===== src/rtl/fetch_pkg.sv =====
// Shared types and constants for the instruction fetch stage.
package fetch_pkg;

  typedef enum logic [2:0] {
    ST_REQ   = 3'd0,
    ST_WAIT  = 3'd1,
    ST_HOLD  = 3'd2,
    ST_DRAIN = 3'd3,
    ST_HALT  = 3'd4
  } fetch_state_e;

  localparam logic [3:0]  HLT_OPCODE  = 4'hF;
  localparam logic [15:0] INSTR_RESET = 16'h0000;

  function automatic logic is_hlt(input logic [15:0] word);
    return word[15:12] == HLT_OPCODE;
  endfunction

endpackage


===== src/rtl/fetch_mem_if.sv =====
// Instruction memory read port between the fetch stage (master) and memory (slave).
interface fetch_mem_if;
  // mem_req is a one-cycle pulse carrying mem_addr; memory answers with exactly one
  // mem_valid/mem_rdata beat L>=1 cycles later. No ready: the master never issues a
  // second request before the response to the first has arrived.
  logic        mem_req;
  logic [15:0] mem_addr;
  logic        mem_valid;
  logic [15:0] mem_rdata;

  modport master (output mem_req, output mem_addr, input mem_valid, input mem_rdata);
  modport slave  (input mem_req, input mem_addr, output mem_valid, output mem_rdata);
endinterface


===== src/rtl/if_id_reg.sv =====
// IF/ID pipeline register: load on write-enable, clear valid on flush, bubble when decode consumes.
module if_id_reg
  import fetch_pkg::*;
(
  input  logic        clk,
  input  logic        rst,
  input  logic        clr_i,
  input  logic        we_i,
  input  logic        stall_i,
  input  logic [15:0] instr_i,
  input  logic [15:0] pcs_i,
  output logic [15:0] instr_o,
  output logic [15:0] pcs_o,
  output logic        valid_o
);

  logic [15:0] instr_q;
  logic [15:0] pcs_q;
  logic        valid_q;

  always_ff @(posedge clk) begin
    if (rst) begin
      instr_q <= INSTR_RESET;
      pcs_q   <= '0;
      valid_q <= 1'b0;
    end else begin
      if (we_i) begin
        instr_q <= instr_i;
        pcs_q   <= pcs_i;
      end
      // An unstalled decode consumes the entry, so without a new write it becomes a bubble.
      if (clr_i)         valid_q <= 1'b0;
      else if (we_i)     valid_q <= 1'b1;
      else if (!stall_i) valid_q <= 1'b0;
    end
  end

  assign instr_o = instr_q;
  assign pcs_o   = pcs_q;
  assign valid_o = valid_q;

endmodule


===== src/rtl/fetch_unit.sv =====
// Instruction fetch stage: single-outstanding memory reads into IF/ID, PC hold control.
// FETCH_HLT_DETECT_EN: stop fetching once an HLT opcode is written into IF/ID.
module fetch_unit
  import fetch_pkg::*;
(
  input  logic               clk,
  input  logic               rst,
  input  logic [15:0]        pc_addr,
  input  logic [15:0]        pc_plus2,
  input  logic               flush,
  input  logic               id_stall,
  fetch_mem_if.master        mem,
  output logic               pc_hold,
  output logic [15:0]        instr,
  output logic [15:0]        instr_pcs,
  output logic               instr_valid,
  output logic               halted,
  output fetch_state_e       dbg_state
);

  fetch_state_e state_q;
  logic [15:0]  pend_pcs_q;
  logic [15:0]  hold_buf_q;

  logic         wait_acc;
  logic         hold_acc;
  logic         ifid_we;
  logic         hlt_word;
  logic [15:0]  ifid_instr_d;

  always_comb begin
    wait_acc     = !rst && !flush && (state_q == ST_WAIT) && mem.mem_valid && !id_stall;
    hold_acc     = !rst && !flush && (state_q == ST_HOLD) && !id_stall;
    ifid_we      = wait_acc || hold_acc;
    ifid_instr_d = hold_acc ? hold_buf_q : mem.mem_rdata;
`ifdef FETCH_HLT_DETECT_EN
    hlt_word     = ifid_we && is_hlt(ifid_instr_d);
`else
    hlt_word     = 1'b0;
`endif
    mem.mem_req  = !rst && !flush && (state_q == ST_REQ);
    mem.mem_addr = mem.mem_req ? pc_addr : '0;
    // PC moves on an accepted instruction or on a redirect; a halted fetch never moves it.
    pc_hold = 1'b1;
    if (!rst && (state_q != ST_HALT) && (flush || (ifid_we && !hlt_word))) pc_hold = 1'b0;
  end

  always_ff @(posedge clk) begin
    if (rst) begin
      state_q    <= ST_REQ;
      pend_pcs_q <= '0;
      hold_buf_q <= '0;
    end else if (flush) begin
      case (state_q)
        ST_WAIT: state_q <= mem.mem_valid ? ST_REQ : ST_DRAIN;
        ST_HOLD: state_q <= ST_REQ;
        default: state_q <= state_q;
      endcase
    end else begin
      case (state_q)
        ST_REQ: begin
          pend_pcs_q <= pc_plus2;
          state_q    <= ST_WAIT;
        end
        ST_WAIT: begin
          if (mem.mem_valid) begin
            if (id_stall) begin
              hold_buf_q <= mem.mem_rdata;
              state_q    <= ST_HOLD;
            end else begin
              state_q <= hlt_word ? ST_HALT : ST_REQ;
            end
          end
        end
        ST_HOLD: begin
          if (!id_stall) state_q <= hlt_word ? ST_HALT : ST_REQ;
        end
        ST_DRAIN: begin
          if (mem.mem_valid) state_q <= ST_REQ;
        end
        default: state_q <= state_q;
      endcase
    end
  end

  if_id_reg u_if_id (
    .clk     (clk),
    .rst     (rst),
    .clr_i   (flush),
    .we_i    (ifid_we),
    .stall_i (id_stall),
    .instr_i (ifid_instr_d),
    .pcs_i   (pend_pcs_q),
    .instr_o (instr),
    .pcs_o   (instr_pcs),
    .valid_o (instr_valid)
  );

`ifdef FETCH_HLT_DETECT_EN
  assign halted = (state_q == ST_HALT);
`else
  assign halted = 1'b0;
`endif

  assign dbg_state = state_q;

endmodule


===== src/flat_wrapper.sv =====
// flat-port wrapper written by rule: the top's interface ports become plain ports
module fetch_unit_flat import fetch_pkg::*;
  (clk, rst, pc_addr, pc_plus2, flush, id_stall, pc_hold, instr, instr_pcs, instr_valid, halted, dbg_state, mem_mem_req, mem_mem_addr, mem_mem_valid, mem_mem_rdata);
  fetch_mem_if mem_i ();
  input  logic clk;
  input  logic rst;
  input  logic [15:0] pc_addr;
  input  logic [15:0] pc_plus2;
  input  logic flush;
  input  logic id_stall;
  output logic pc_hold;
  output logic [15:0] instr;
  output logic [15:0] instr_pcs;
  output logic instr_valid;
  output logic halted;
  output fetch_state_e dbg_state;
  output wire logic [$bits(mem_i.mem_req)-1:0] mem_mem_req;
  output wire logic [$bits(mem_i.mem_addr)-1:0] mem_mem_addr;
  input wire logic [$bits(mem_i.mem_valid)-1:0] mem_mem_valid;
  input wire logic [$bits(mem_i.mem_rdata)-1:0] mem_mem_rdata;
  assign mem_mem_req = mem_i.mem_req;
  assign mem_mem_addr = mem_i.mem_addr;
  assign mem_i.mem_valid = mem_mem_valid;
  assign mem_i.mem_rdata = mem_mem_rdata;
  fetch_unit u_core (.clk(clk), .rst(rst), .pc_addr(pc_addr), .pc_plus2(pc_plus2), .flush(flush), .id_stall(id_stall), .mem(mem_i), .pc_hold(pc_hold), .instr(instr), .instr_pcs(instr_pcs), .instr_valid(instr_valid), .halted(halted), .dbg_state(dbg_state));
endmodule

===== config.mk =====
export PLATFORM = sky130hd
export DESIGN_NAME = fetch_unit_flat
export DESIGN_NICKNAME = d
export VERILOG_FILES = /design/src/rtl/fetch_pkg.sv /design/src/rtl/fetch_mem_if.sv /design/src/rtl/if_id_reg.sv /design/src/rtl/fetch_unit.sv /design/src/flat_wrapper.sv
export SDC_FILE = /design/constraint.sdc
export NUM_CORES = 1
export LEC_CHECK = 0
export CORE_MARGIN = 1
export CORE_UTILIZATION = 47
export CTS_CLUSTER_SIZE = 25
export DETAILED_ROUTE_END_ITERATION = 10
export GPL_ROUTABILITY_DRIVEN = 0
export HOLD_SLACK_MARGIN = 0.02
export MAX_ROUTING_LAYER = met4
export PLACE_DENSITY = 0.92
export SYNTH_ARGS = -nofsm -noshare
export SYNTH_HDL_FRONTEND = slang
export SYNTH_SLANG_ARGS = --single-unit
export TNS_END_PERCENT = 30

===== constraint.sdc =====
create_clock -name clk -period 5.7 [get_ports clk]
set_input_delay 1.71 -clock clk [delete_from_list [all_inputs] [get_ports clk]]
set_output_delay 1.71 -clock clk [all_outputs]
set_load 0.05 [all_outputs]

==> flow_summary.ini <==
[run_status]
status = complete, no violations

[pwr]
clockPowerShare_pct = 34.6
power_density_nw_per_um2 = 251
sequentialPowerShare_pct = 47.5
p_comb_share_pct = 17.9
power.leakage_nw = 1.53
peakVddDrop_mv = 0.222
swShare_pct = 26.8
p_int_uw = 756
p_sw_uw = 277

[floorplanning]
die_area_um2 = 6150
rows = 27
ios = 108
initial_utilization_pct = 49.2
die_w_um = 78.4
core_area_um2 = 5570
die_h_um = 78.4

[placed_design]
dp_hpwl_mm = 5.01
pre_cts_slack_ns = 0.826
port_buffers = 105

[sta]
finalSetupViolations = 0
worstMarginPinSlew_ns = 1.30
clock.fmax_mhz = 205
relSlewSlack_pct = 13.6
finalCritPeriodShare_pct = 85.6
final_hold_viol_count = 0
finClkSkew_ns = 0.00419
setup-tns-final_ns = 0
rsz0062_at_grt = false
finalMaxSlewViolations = 0
finalWorstSetupSlack_ns = 0.821
finalCriticalPeriod_ns = 4.88

[worst_setup_path]
start_kind = input port
crit_start = flush
arrival_ns = 3.17
endpoint_kind = output port
path_max_fanout = 17
r2r_end = u_core.u_if_id.instr_o[10]
r2r_slack_ns = 3.13
worstSetupPathType = input port to output port
r2r_cells = 6
required_ns = 3.99
r2r-start = u_core.dbg_state[0]

[logic_synthesis]
yosysWarnings = 0
synth_top_area_cell = dfxtp_1
synthTopCellsByArea = dfxtp_1, nand2_1, a21oi_1
synth_seq_cells = 67
synth.distinct_cells = 27
syn_inst = 356
netlist.area_leader.share_pct = 48.9
syn_area_um2 = 2740
synth_common_cells = nand2_1, a21oi_1, dfxtp_1
ys_seq_area_share_pct = 48.9
synth-edff-count = 0
post-synth-top-count-cell = nand2_1
ys_async_sr_fraction_pct = 0
syn_area_per_cell_um2 = 7.71
synth-main-ff-cell = dfxtp_1

[hold_path]
min_path_type = flip-flop to flip-flop
whs_path_depth = 2
holdCritStartpoint = u_core.pend_pcs_q[6]
min_to = u_core.u_if_id.pcs_o[6]

[finish]
layout.nets = 505
n_fill_cell = 414
diodes = 0
seqCellArea_um2 = 1340
multi_input_area_um2 = 1270
synthToLayoutAreaGrowth_pct = 50.3
drive_above_1_share_pct = 8.43

[grt]
grt_util_all_layers_pct = 25.8
grt_pass1_wl_mm = 11.9
antenna_found_initial = 0
grt_pass1_vias = 2567
grt-ovfl-total = 0
grt_max_degree = 38

[drt]
dr.pass1.iters = 4
via_per_inst = 5.13
wire_per_inst_um = 14.0
wirelength_mm = 7.30
post-route-drc-count = 0
drtIter0Drc = 167
drt.antenna.violating_nets = 0
vias = 2682

[clock_network]
htree_levels = 3
root_buffer = clkbuf_8
clk_pin_slew_ns = 0.07
clock_sinks = 67
cts_buffer_depth = 2
cts_resized = 0
post-cts-setup-buffers = 0
insertion_delay_ns = 0.34
ctsHoldBuffers = 0
numCtsBuffers = 9
cts_tree = built

[run]
drv_cap = 0
[area by class of cell]
cell class	count	share of cell area, %
clock buffer	13	4.10
clock inverter	2	0.243
inverter	2	0.182
multi-input combinational	259	30.8
sequential	67	32.5
tap	72	2.19
timing repair buffer	108	30.0
[state kept, by name, indices dropped and copies added, names as in the netlist]
name / cells
u_core.u_if_id.pcs_o: 16
u_core.hold_buf_q: 16
u_core.pend_pcs_q: 16
u_core.dbg_state: 2
u_core.u_if_id.instr_o: 16
u_core.u_if_id.valid_o: 1
[per-layer routing]
layer | global-route usage [%] | share of wire (%) | routed length (um) | vias up
li1 | - | - | - | 1344
met5 | - | 0 | 0 | -
met4 | 7.04 | 1.2 | 88 | 0
met1 | 27.1 | 39 | 2820 | 1249
met2 | 46.8 | 55 | 4040 | 79
met3 | 7.44 | 4.9 | 357 | 10
[power groups by stage]
| stage | clock network, mW | registers [mW] | logic, mW |
|---|---|---|---|
| after global placement | 0 | 0.501 | 0.181 |
| after CTS | 0.362 | 0.491 | 0.186 |
| after detailed placement | 0 | 0.502 | 0.185 |
| final | 0.357 | 0.491 | 0.185 |
| after global routing | 0.381 | 0.493 | 0.198 |
| after floorplan | 0 | 0.515 | 0.0839 |
[cells in the final DEF (no fill, tap or decap)]
cell type        count
conb_1               2
nor3_1               1
nand2_1            115
buf_4                4
and3_1               1
a211o_1              1
nor3b_1              2
and2_1              17
a211oi_1            16
clkbuf_1             1
nor2b_1              2
nand3_1              1
or3b_1               1
nor3_2               1
clkbuf_8            12
nor2_1              17
a21oi_1             68
buf_2                1
dfxtp_1             67
o21ai_0              1
ha_1                 5
clkinv_2             2
o31ai_1              1
clkdlybuf4s50_1     86
inv_1                2
o21bai_1             2
nand2b_1             2
buf_12              17
o31a_1               1
or4_1                1
nor2b_2              1
[worst max path at each step]
stage | depth (start not counted) | slack [ns] | endpoint
6_report | 5 | 0.82 | mem_mem_addr[15]
5_1_grt | 5 | 0.72 | mem_mem_addr[0]
4_1_cts | 5 | 0.82 | mem_mem_addr[10]
3_5_place_dp | 5 | 0.83 | mem_mem_addr[10]
3_3_place_gp | 5 | 0.90 | mem_mem_addr[10]
2_1_floorplan | 4 | 0.59 | mem_mem_addr[10]
[per-stage QoR]
| stage | hold slack, ns | power, mW | util [%] | instance area, um2 | instances |
|---|---|---|---|---|---|
| 4_1_cts | 0.454 | 1.04 | 74.0 | 4120 | 523 |
| 3_5_place_dp | 0.445 | 0.686 | 70.8 | 3940 | 508 |
| 3_3_place_gp | 0.436 | 0.681 | 70.8 | 3940 | 508 |
| 6_report | 0.450 | 1.03 | 74.0 | 4120 | 523 |
| 5_1_grt | 0.469 | 1.07 | 74.0 | 4120 | 523 |
| 2_1_floorplan | 0.432 | 0.599 | - | 2750 | 357 |
[cells by family after synthesis]
family	after synthesis	share of synthesized area, %
AOI/OAI and AO/OA	90	18.4
other	1	0.137
DFF	67	48.9
and+or+nand+nor	162	25.2
adders and majority gates	5	2.28
buffers and inverters	31	5.11
[worst max-delay path: stages]
cell             delay [ns]
clkdlybuf4s50_1        0.58
nor3b_1                0.28
buf_4                  0.23
and2_1                 0.21
buf_12                 0.15
Note: power is estimated with default switching activity, not from simulation.
